--- src/rtl/risc_pkg.sv ---
// Shared definitions for the instruction issue path: opcode constants,
// the issue FSM state encoding and a helper that extracts an opcode.
package risc_pkg;

    localparam logic [3:0] OP_LOAD   = 4'b0000;
    localparam logic [3:0] OP_STORE  = 4'b0001;
    localparam logic [3:0] OP_ADD    = 4'b0010;
    localparam logic [3:0] OP_SUB    = 4'b0011;
    localparam logic [3:0] OP_AND    = 4'b0100;
    localparam logic [3:0] OP_OR     = 4'b0101;
    localparam logic [3:0] OP_BRANCH = 4'b0110;
    localparam logic [3:0] OP_MINALL = 4'b0111;

    typedef enum logic [1:0] {
        ST_IDLE  = 2'd0,
        ST_ISSUE = 2'd1,
        ST_EXEC  = 2'd2
    } issue_state_t;

    function automatic logic [3:0] opcode_of(input logic [15:0] word);
        return word[15:12];
    endfunction

endpackage

--- src/rtl/ins_fifo.sv ---
// Instruction FIFO: DEPTH x 16-bit storage, wrapping read/write pointers
// and an occupancy counter. Flush empties the queue in one cycle.
module ins_fifo #(
    parameter int DEPTH = 4
) (
    input  logic                     clock,
    input  logic                     reset,
    input  logic                     push,
    input  logic                     pop,
    input  logic                     flush,
    input  logic [15:0]              wdata,
    output logic [15:0]              rdata,
    output logic                     full,
    output logic [$clog2(DEPTH):0]   level
);

    localparam int AW = $clog2(DEPTH);
    localparam int LW = AW + 1;

    logic [15:0]   mem_q [DEPTH];
    logic [AW-1:0] wr_ptr_q;
    logic [AW-1:0] rd_ptr_q;
    logic [LW-1:0] count_q;

    // Storage write; pointers alone define which entries are valid.
    always_ff @(posedge clock) begin
        if (push) begin
            mem_q[wr_ptr_q] <= wdata;
        end
    end

    // Pointer and occupancy bookkeeping; pointers wrap modulo DEPTH.
    always_ff @(posedge clock) begin
        if (reset || flush) begin
            wr_ptr_q <= '0;
            rd_ptr_q <= '0;
            count_q  <= '0;
        end else begin
            if (push) wr_ptr_q <= wr_ptr_q + AW'(1);
            if (pop)  rd_ptr_q <= rd_ptr_q + AW'(1);
            case ({push, pop})
                2'b10:   count_q <= count_q + LW'(1);
                2'b01:   count_q <= count_q - LW'(1);
                default: count_q <= count_q;
            endcase
        end
    end

    assign rdata = mem_q[rd_ptr_q];
    assign full  = (count_q == LW'(DEPTH));
    assign level = count_q;

endmodule

--- src/rtl/ins_issue_ctrl.sv ---
// Instruction issue controller: queues instruction words and hands them to
// the core one at a time (IDLE -> ISSUE -> EXEC). A flush (taken branch)
// drops queued words but never the one in flight.
// Optional watchdog on EXEC enabled by macro INS_WDOG_EN.
//
// Handshake: a word is accepted on a cycle where in_valid && in_ready;
// in_ready = !full && !flush, with no same-cycle pass-through when full.
module ins_issue_ctrl
    import risc_pkg::*;
#(
    parameter int         DEPTH    = 4,
    parameter logic [7:0] WDOG_MAX = 8'd255
) (
    input  logic                   clock,
    input  logic                   reset,
    input  logic                   in_valid,
    input  logic [15:0]            in_word,
    output logic                   in_ready,
    input  logic                   core_wait,
    input  logic                   flush,
    output logic                   new_ins,
    output logic [3:0]             ins,
    output logic [15:0]            ins_word,
    output logic [$clog2(DEPTH):0] level,
    output logic                   busy,
    output logic                   wdog_err,
    output issue_state_t           dbg_state
);

    issue_state_t state_q;
    logic         new_ins_q;
    logic [15:0]  ins_word_q;
    logic         busy_q;
    logic         seen_low_q;
    logic         fifo_full;
    logic [15:0]  head_word;
    logic         push;
    logic         issue;

    assign in_ready = !fifo_full && !flush;
    assign push     = in_valid && in_ready;
    assign issue    = (state_q == ST_IDLE) && (level != '0) && core_wait && !flush;

    ins_fifo #(.DEPTH(DEPTH)) u_fifo (
        .clock (clock),
        .reset (reset),
        .push  (push),
        .pop   (issue),
        .flush (flush),
        .wdata (in_word),
        .rdata (head_word),
        .full  (fifo_full),
        .level (level)
    );

`ifdef INS_WDOG_EN
    logic [7:0] wdog_cnt_q;
    logic       wdog_err_q;
`else
    logic [7:0] unused_wdog_max;
    assign unused_wdog_max = WDOG_MAX;
`endif

    // Issue FSM with registered strobe/word/busy outputs (and watchdog).
    always_ff @(posedge clock) begin
        if (reset) begin
            state_q    <= ST_IDLE;
            new_ins_q  <= 1'b0;
            ins_word_q <= '0;
            busy_q     <= 1'b0;
            seen_low_q <= 1'b0;
`ifdef INS_WDOG_EN
            wdog_cnt_q <= '0;
            wdog_err_q <= 1'b0;
`endif
        end else begin
            new_ins_q <= 1'b0;
            case (state_q)
                ST_IDLE: begin
                    if (issue) begin
                        state_q    <= ST_ISSUE;
                        new_ins_q  <= 1'b1;
                        ins_word_q <= head_word;
                        busy_q     <= 1'b1;
                    end
                end
                ST_ISSUE: begin
                    state_q    <= ST_EXEC;
                    seen_low_q <= 1'b0;
`ifdef INS_WDOG_EN
                    wdog_cnt_q <= '0;
`endif
                end
                ST_EXEC: begin
                    // Done only once core_wait has dropped and come back.
                    if (core_wait && seen_low_q) begin
                        state_q <= ST_IDLE;
                        busy_q  <= 1'b0;
                    end else begin
                        if (!core_wait) seen_low_q <= 1'b1;
`ifdef INS_WDOG_EN
                        wdog_cnt_q <= wdog_cnt_q + 8'd1;
                        if (wdog_cnt_q + 8'd1 == WDOG_MAX) begin
                            wdog_err_q <= 1'b1;
                            state_q    <= ST_IDLE;
                            busy_q     <= 1'b0;
                        end
`endif
                    end
                end
                default: begin
                    state_q <= ST_IDLE;
                    busy_q  <= 1'b0;
                end
            endcase
        end
    end

    assign new_ins   = new_ins_q;
    assign ins_word  = ins_word_q;
    assign ins       = opcode_of(ins_word_q);
    assign busy      = busy_q;
    assign dbg_state = state_q;
`ifdef INS_WDOG_EN
    assign wdog_err  = wdog_err_q;
`else
    assign wdog_err  = 1'b0;
`endif

endmodule

--- config.mk ---
export PLATFORM = sky130hd
export DESIGN_NAME = ins_issue_ctrl
export DESIGN_NICKNAME = d
export VERILOG_FILES = /design/src/rtl/risc_pkg.sv /design/src/rtl/ins_fifo.sv /design/src/rtl/ins_issue_ctrl.sv
export SDC_FILE = /design/constraint.sdc
export NUM_CORES = 1
export LEC_CHECK = 0
export BUFFER_PORTS_ARGS = -buffer_cell sky130_fd_sc_hd__buf_4
export CORE_ASPECT_RATIO = 1.1
export CORE_MARGIN = 4
export CORE_UTILIZATION = 56
export DETAILED_ROUTE_END_ITERATION = 8
export HOLD_SLACK_MARGIN = 0.06
export PLACE_DENSITY = 0.79
export SYNTH_ARGS = -nofsm -noshare
export SYNTH_HDL_FRONTEND = slang
export SYNTH_SLANG_ARGS = --single-unit
--- constraint.sdc ---
create_clock -name clock -period 3.05 [get_ports clock]
set_clock_uncertainty 0.2 [all_clocks]
set_input_delay 0 -clock clock [delete_from_list [all_inputs] [get_ports clock]]
set_output_delay 0 -clock clock [all_outputs]
set_load 0.02 [all_outputs]
-- Word level (Yosys, flattened, before mapping)
Memories as Yosys holds them, arrays and structs flattened. A register that Yosys moved wholly into a read port is not among the register bits.
Cells that the tools add are included.
- add/subtract/negate cells: 4
- multiply operators: 0
- div/mod/pow operators: 0
- order comparisons: 0
- equality and inequality tests: 9
- shifts and indexed selects: 0
- mux-type cells: 13
- bitwise gates (word level): 2
- reduce and logical (&&, ||, !) cells: 18
- operator list (kind ; count):
    2-to-1 mux 1 bit ; 7
    logical AND 1 bit ; 6
    inequality test 2 bit (second input constant) ; 3
    case mux 2 bit (3 select lines) ; 1
    case mux 3 bit (2 select lines) ; 1
    AND reduction 3 bit ; 2
    adder 2 x 1 -> 2 bit (second input constant) ; 2
    == test 2 x 1 -> 1 bit (second input constant) ; 2
    == test 2 bit (second input constant) ; 2
    2-to-1 mux 2 bit ; 2
    AND reduction 2 bit ; 2
    nonzero test 2 bit ; 2
    adder 3 x 1 -> 3 bit (second input constant) ; 1
    == test 3 bit (second input constant) ; 1
    case mux 1 bit (3 select lines) ; 1
    nonzero test 3 bit ; 1
    subtractor 3 x 1 -> 3 bit (second input constant) ; 1
    zero test 1 bit ; 2
    zero test 2 bit ; 1
    inequality test 2 x 1 -> 1 bit (second input constant) ; 1
    NOT 1 bit ; 2
    case mux 1 bit (2 select lines) ; 1
    OR reduction 2 bit ; 1
    logical OR 1 bit ; 1
- bits in registers: 12
- latch bits: 0
- RAM bits: 64
- bits in read-only memories: 0
- bits of input ports: 21
- output and inout port bits: 29
- logic and storage cells: 54
- memories: 1
- memory list (memory ; depth ; width ; rd ports ; clocked after memory_dff ; wr ports ; line ; RTL):
    u_fifo.mem_q ; 4 ; 16 ; 1 ; 1 ; 1 ; ins_fifo.sv:20 ; logic [15:0] mem_q [DEPTH];

-- Logic depth before layout (Yosys ltp)
- depth in word-level cells: 6
- gate-level depth with buffers: 9
- gate-level depth less buffers: 9

-- Hierarchy
From an unflattened synthesis, not the netlist that was laid out.
- cell total of the unflattened synthesis: 224
- area, all modules: 3741.1 um^2
- modules (own cells, without submodules) (module ; instances ; cells an instance ; area an instance (um^2) ; seq. area each (um^2)):
    ins_fifo ; 1 ; 127 ; 2772.7 ; 2102.0
    ins_issue_ctrl ; 1 ; 97 ; 968.4 ; 420.4

-- Least setup slack after synthesis
OpenSTA, ideal clock, no wires.
- path type: reg-to-reg
- from: register state_q[1] (netlist: dbg_state[1])
- to: register u_fifo.count_q[2] (netlist: u_fifo.level[2])
- setup time: 0.070 ns
- arrival: 2.273 ns
- required time: 2.780 ns
- path slack: 0.506 ns
- cell stages (with the launch flop): 9
- path buffers: 0
- clock period less this slack: 2.544 ns
- cell sequence: dfxtp_1 or4b_4 nor2_1 ha_1 inv_1 fa_1 xor2_1 or3_1 a21oi_1
- longest elaborated chain between the ends: 6
- elaborated cells between the ends (all ways): 8
- classes of those cells: eq/ne (2); mux (1); reduce/logical (5)
- ends and longest elaborated chain (item ; line ; RTL):
    start, declared ; ins_issue_ctrl.sv:30 ; issue_state_t state_q;
    start signal, assigned ; ins_issue_ctrl.sv:67 ; state_q <= ST_IDLE;
    start signal, assigned ; ins_issue_ctrl.sv:81 ; state_q <= ST_ISSUE;
    start signal, assigned ; ins_issue_ctrl.sv:88 ; state_q <= ST_EXEC;
    zero test 2 bit (*) ; ins_issue_ctrl.sv:42 ; assign issue = (state_q == ST_IDLE) && (level != '0) && core_wait && !flush;
    logical AND 1 bit (*) (3 in series) ; ins_issue_ctrl.sv:42 ;
    named net issue ; ins_issue_ctrl.sv:38 ; logic issue;
    == test 2 x 1 -> 1 bit or == test 2 bit (tied branches) ; ins_fifo.sv:41 ; case ({push, pop})
    case mux 3 bit (2 select lines) or nonzero test 2 bit (tied branches) ; n/a ;
    end signal, assigned ; ins_fifo.sv:42 ; 2'b10: count_q <= count_q + LW'(1);
    end signal, assigned ; ins_fifo.sv:43 ; 2'b01: count_q <= count_q - LW'(1);
    end signal, assigned ; ins_fifo.sv:44 ; default: count_q <= count_q;
    end, declared ; ins_fifo.sv:23 ; logic [LW-1:0] count_q;
The timed path passes the listed nets; every way through them passes the cells marked *.
A chain may end at the register's enable or synchronous reset.

-- Worst setup path in the final report
Same ends and word-level chain as after synthesis.

==> flow_metrics.py <==
metrics = {
    "cts": {
        "cts_hold_buf": 22,
        "clock_latency_ps": 340,
        "clock-sinks": 92,
        "path_clk_slew_ps": 80,
        "cts_setup_buffers": 0,
        "cts_resized": 0,
        "tritoncts": "yes",
        "clockBufferDepth": 2,
        "root_buffer": "clkbuf_8",
        "htree_levels": 3,
        "cts_buffers": 9,
    },
    "sta": {
        "finalMaxSlewViolations": 0,
        "clock.fmax_mhz": 387.3,
        "setup_viol_count_final": 0,
        "period_share_pct": 84.65,
        "layout_setup_ws_ps": 468.1,
        "worst_slew_pin_slew_ps": 871.7,
        "rsz0062_at_grt": "no",
        "period_minus_slack_ps": 2582,
        "maxSlewHeadroom_pct": 41.81,
        "finalHoldViolCount": 0,
        "fin_setup_tns_ps": 0,
    },
    "power": {
        "total_power_mw": 2.188,
        "p_switching_mw": 0.4754,
        "ir_worst_vdd_v": 0.0002908,
        "p_per_area_nw_per_um2": 496.3,
        "power.internal_mw": 1.712,
        "p_leak_nw": 1.522,
        "pwr-share-seq_pct": 62.0,
        "clkPwrFrac_pct": 31.8,
        "sw_frac_of_total_pct": 21.73,
        "p_comb_share_pct": 6.2,
    },
    "setup_path": {
        "cpPeakStageDelay_ps": 550,
        "slowest_stage": "or4b_4",
        "endpoint_kind": "register",
        "crit_arrival_ps": 2660,
        "cp_max_fo": 6,
        "crit_buf_inv": 1,
        "crit_family": "simple AND/OR/NAND/NOR gates",
        "critPathLaunchType": "register",
        "worstPathCellList": "or4b_4 -> nor2_1 -> ha_1 -> inv_1 -> fa_1 -> xor2_1 -> or3_1 -> a21oi_1",
        "critPathKind": "reg2reg",
        "crit_required_ps": 3130,
    },
    "yosys": {
        "synth_fp_nets": 264,
        "ys_ff_latch": 92,
        "synthXorXnorAreaFrac_pct": 0.4878,
        "synthAdderAreaFrac_pct": 2.300,
        "synthesis.area_sq_um": 3591,
        "synth_compound_area_share_pct": 7.178,
        "synth-seq-area-share_pct": 69.13,
        "syn_avg_cell_area_sq_um": 15.15,
        "synth-edff-count": 64,
        "synthMuxAreaShare_pct": 10.03,
        "ys_types": 29,
        "synth-simple-area-share_pct": 6.934,
        "async_reset_ff_share_pct": 0,
        "synth_top_family_by_area": "multiplexers",
        "yosys_warnings": 0,
        "synthCells": 237,
        "synth_flop_cell": "edfxtp_1",
    },
    "floorplan": {
        "io_pins": 50,
        "dieHeight_um": 91.99,
        "core_area_sq_um": 6193,
        "die_w_um": 84.35,
        "fp-row-count": 30,
        "die_area_sq_um": 7759,
        "start_util_pct": 57.98,
    },
    "layout": {
        "diodes": 0,
        "nets": 335,
        "synthToLayoutAreaGrowth_pct": 22.75,
        "fin_util_pct": 71.17,
        "fin_area_sq_um": 4408,
        "drive_gt1_share_pct": 29.07,
    },
    "detailed_routing": {
        "drt-initial-drc-count": 147,
        "num_vias": 2195,
        "drc": 0,
        "firstDrtPassIters": 4,
        "ant_nets": 0,
        "via_per_inst": 5.585,
        "wl_per_cell_um": 17.18,
        "totalWireLength_mm": 6.750,
    },
    "place": {
        "port_buffers": 48,
        "hpwl_mm": 4.228,
        "routabilityCongestion": 0.7340,
        "place_area_sq_um": 4020,
        "place_ws_ps": 495.2,
    },
    "run_status": {
        "status": "completed",
    },
    "global_route": {
        "grt_usage_pct": 18.89,
        "antenna_found_initial": 0,
        "grt_pass1_wl_mm": 11.20,
        "grt_pass1_vias": 2187,
        "grt-ovfl-total": 0,
        "grt_max_degree": 23,
    },
    "worst_hold_path": {
        "min_path_type": "in2reg",
    },
    "flow_run": {
        "maxCapViolations": 0,
    },
}
power by group through the flow:
stage / clock [mW] / sequential (mW) / combinational [mW]
after floorplan: 0 / 1.39 / 0.0551
after detailed placement: 0 / 1.39 / 0.114
after CTS: 0.716 / 1.36 / 0.135
after global routing: 0.774 / 1.36 / 0.148
final: 0.696 / 1.36 / 0.135
after global placement: 0 / 1.38 / 0.110
cells in the mapped netlist, types with 2 or more instances:
cell type / instances / area (sq um)
buf_2: 2 / 10.01
nor3b_1: 2 / 15.01
o31ai_1: 3 / 22.52
nand4_1: 2 / 12.51
nor2_1: 6 / 22.52
nor3_1: 4 / 20.02
a21oi_1: 25 / 125.1
xor2_1: 2 / 17.52
o21ai_0: 18 / 90.09
clkbuf_1: 9 / 33.78
ha_1: 5 / 62.56
nand3_1: 17 / 85.08
and2_1: 4 / 25.02
or3_1: 2 / 12.51
mux4_2: 16 / 360.4
dfxtp_1: 28 / 560.5
buf_4: 7 / 52.55
inv_1: 11 / 41.29
edfxtp_1: 64 / 1922
per-layer routing:
layer  wire length [um]  up-vias  global-route usage [%]
met5                  0        -                       0
met4                113        0                   6.992
met3                443       11                   4.313
met2               3455       71                   31.58
met1               2737     1074                   24.17
li1                   -     1039                       -
per-stage QoR:
step / std cells / hold WS, ps
floorplan: 237 / -120.2
global placement: 355 / 0.4610
detailed placement: 355 / 2.272
CTS: 393 / 175.4
global route: 393 / 174.5
finish: 393 / 189.3
cell families after synthesis:
family | count (synthesis)
AO/OA/AOI/OAI | 48
XOR/XNOR | 2
adder cells (fa/ha/maj) | 6
buffers and inverters | 29
flip-flops | 92
multiplexers | 16
other | 1
AND/OR/NAND/NOR | 43
path summary, 6_finish.rpt:
kind              slack, ps    startpoint            endpoint  cells past startpoint
setup / recovery        470  dbg_state[1]     u_fifo.level[2]                      8
hold / removal          190    in_word[2]  u_fifo.mem_q[0][2]                      2
hold reg to reg         290   ins_word[5]         ins_word[5]                      2
setup reg to reg        470  dbg_state[1]     u_fifo.level[2]                      8
worst reg2reg max path, cell delays in order, from the launching register on:
cell and delay (ps):
dfxtp_1 370, or4b_4 550, nor2_1 170, ha_1 200, inv_1 60, fa_1 370
xor2_1 150, or3_1 310, a21oi_1 140
state kept, by name, summed over array words and instances, names as in the netlist:
register,cells
u_fifo.wr_ptr_q,2
u_fifo.rd_ptr_q,2
ins_word,16
new_ins,1
busy,1
u_fifo.level,3
dbg_state,2
u_fifo.mem_q,64
seen_low_q,1
final cells by class:
class	count	area, sq um
Fill cell	440	1785
Clock buffer	11	131.4
Inverter	11	41.29
Clock inverter	5	36.28
Timing Repair Buffer	78	640.6
Sequential cell	92	2482
Tap cell	80	100.1
Multi-Input combinational cell	116	975.9
placed cells by master, fill, tap and decap left out, types with 2 or more instances in the layout:
cell,netlist,layout
inv_1,11,11
o31ai_1,3,3
a21oi_1,25,25
mux4_2,16,16
nand4_1,2,2
clkbuf_1,9,2
dfxtp_1,28,28
dlygate4sd3_1,0,22
o21ai_0,18,18
nor3_1,4,3
clkbuf_8,0,9
buf_4,7,56
ha_1,5,5
nand3_1,17,17
clkinvlp_4,0,3
nor2_1,6,6
and2_1,4,4
nor3b_1,2,2
xor2_1,2,2
edfxtp_1,64,64
or3_1,2,2
(Power assumes the default switching activity.)
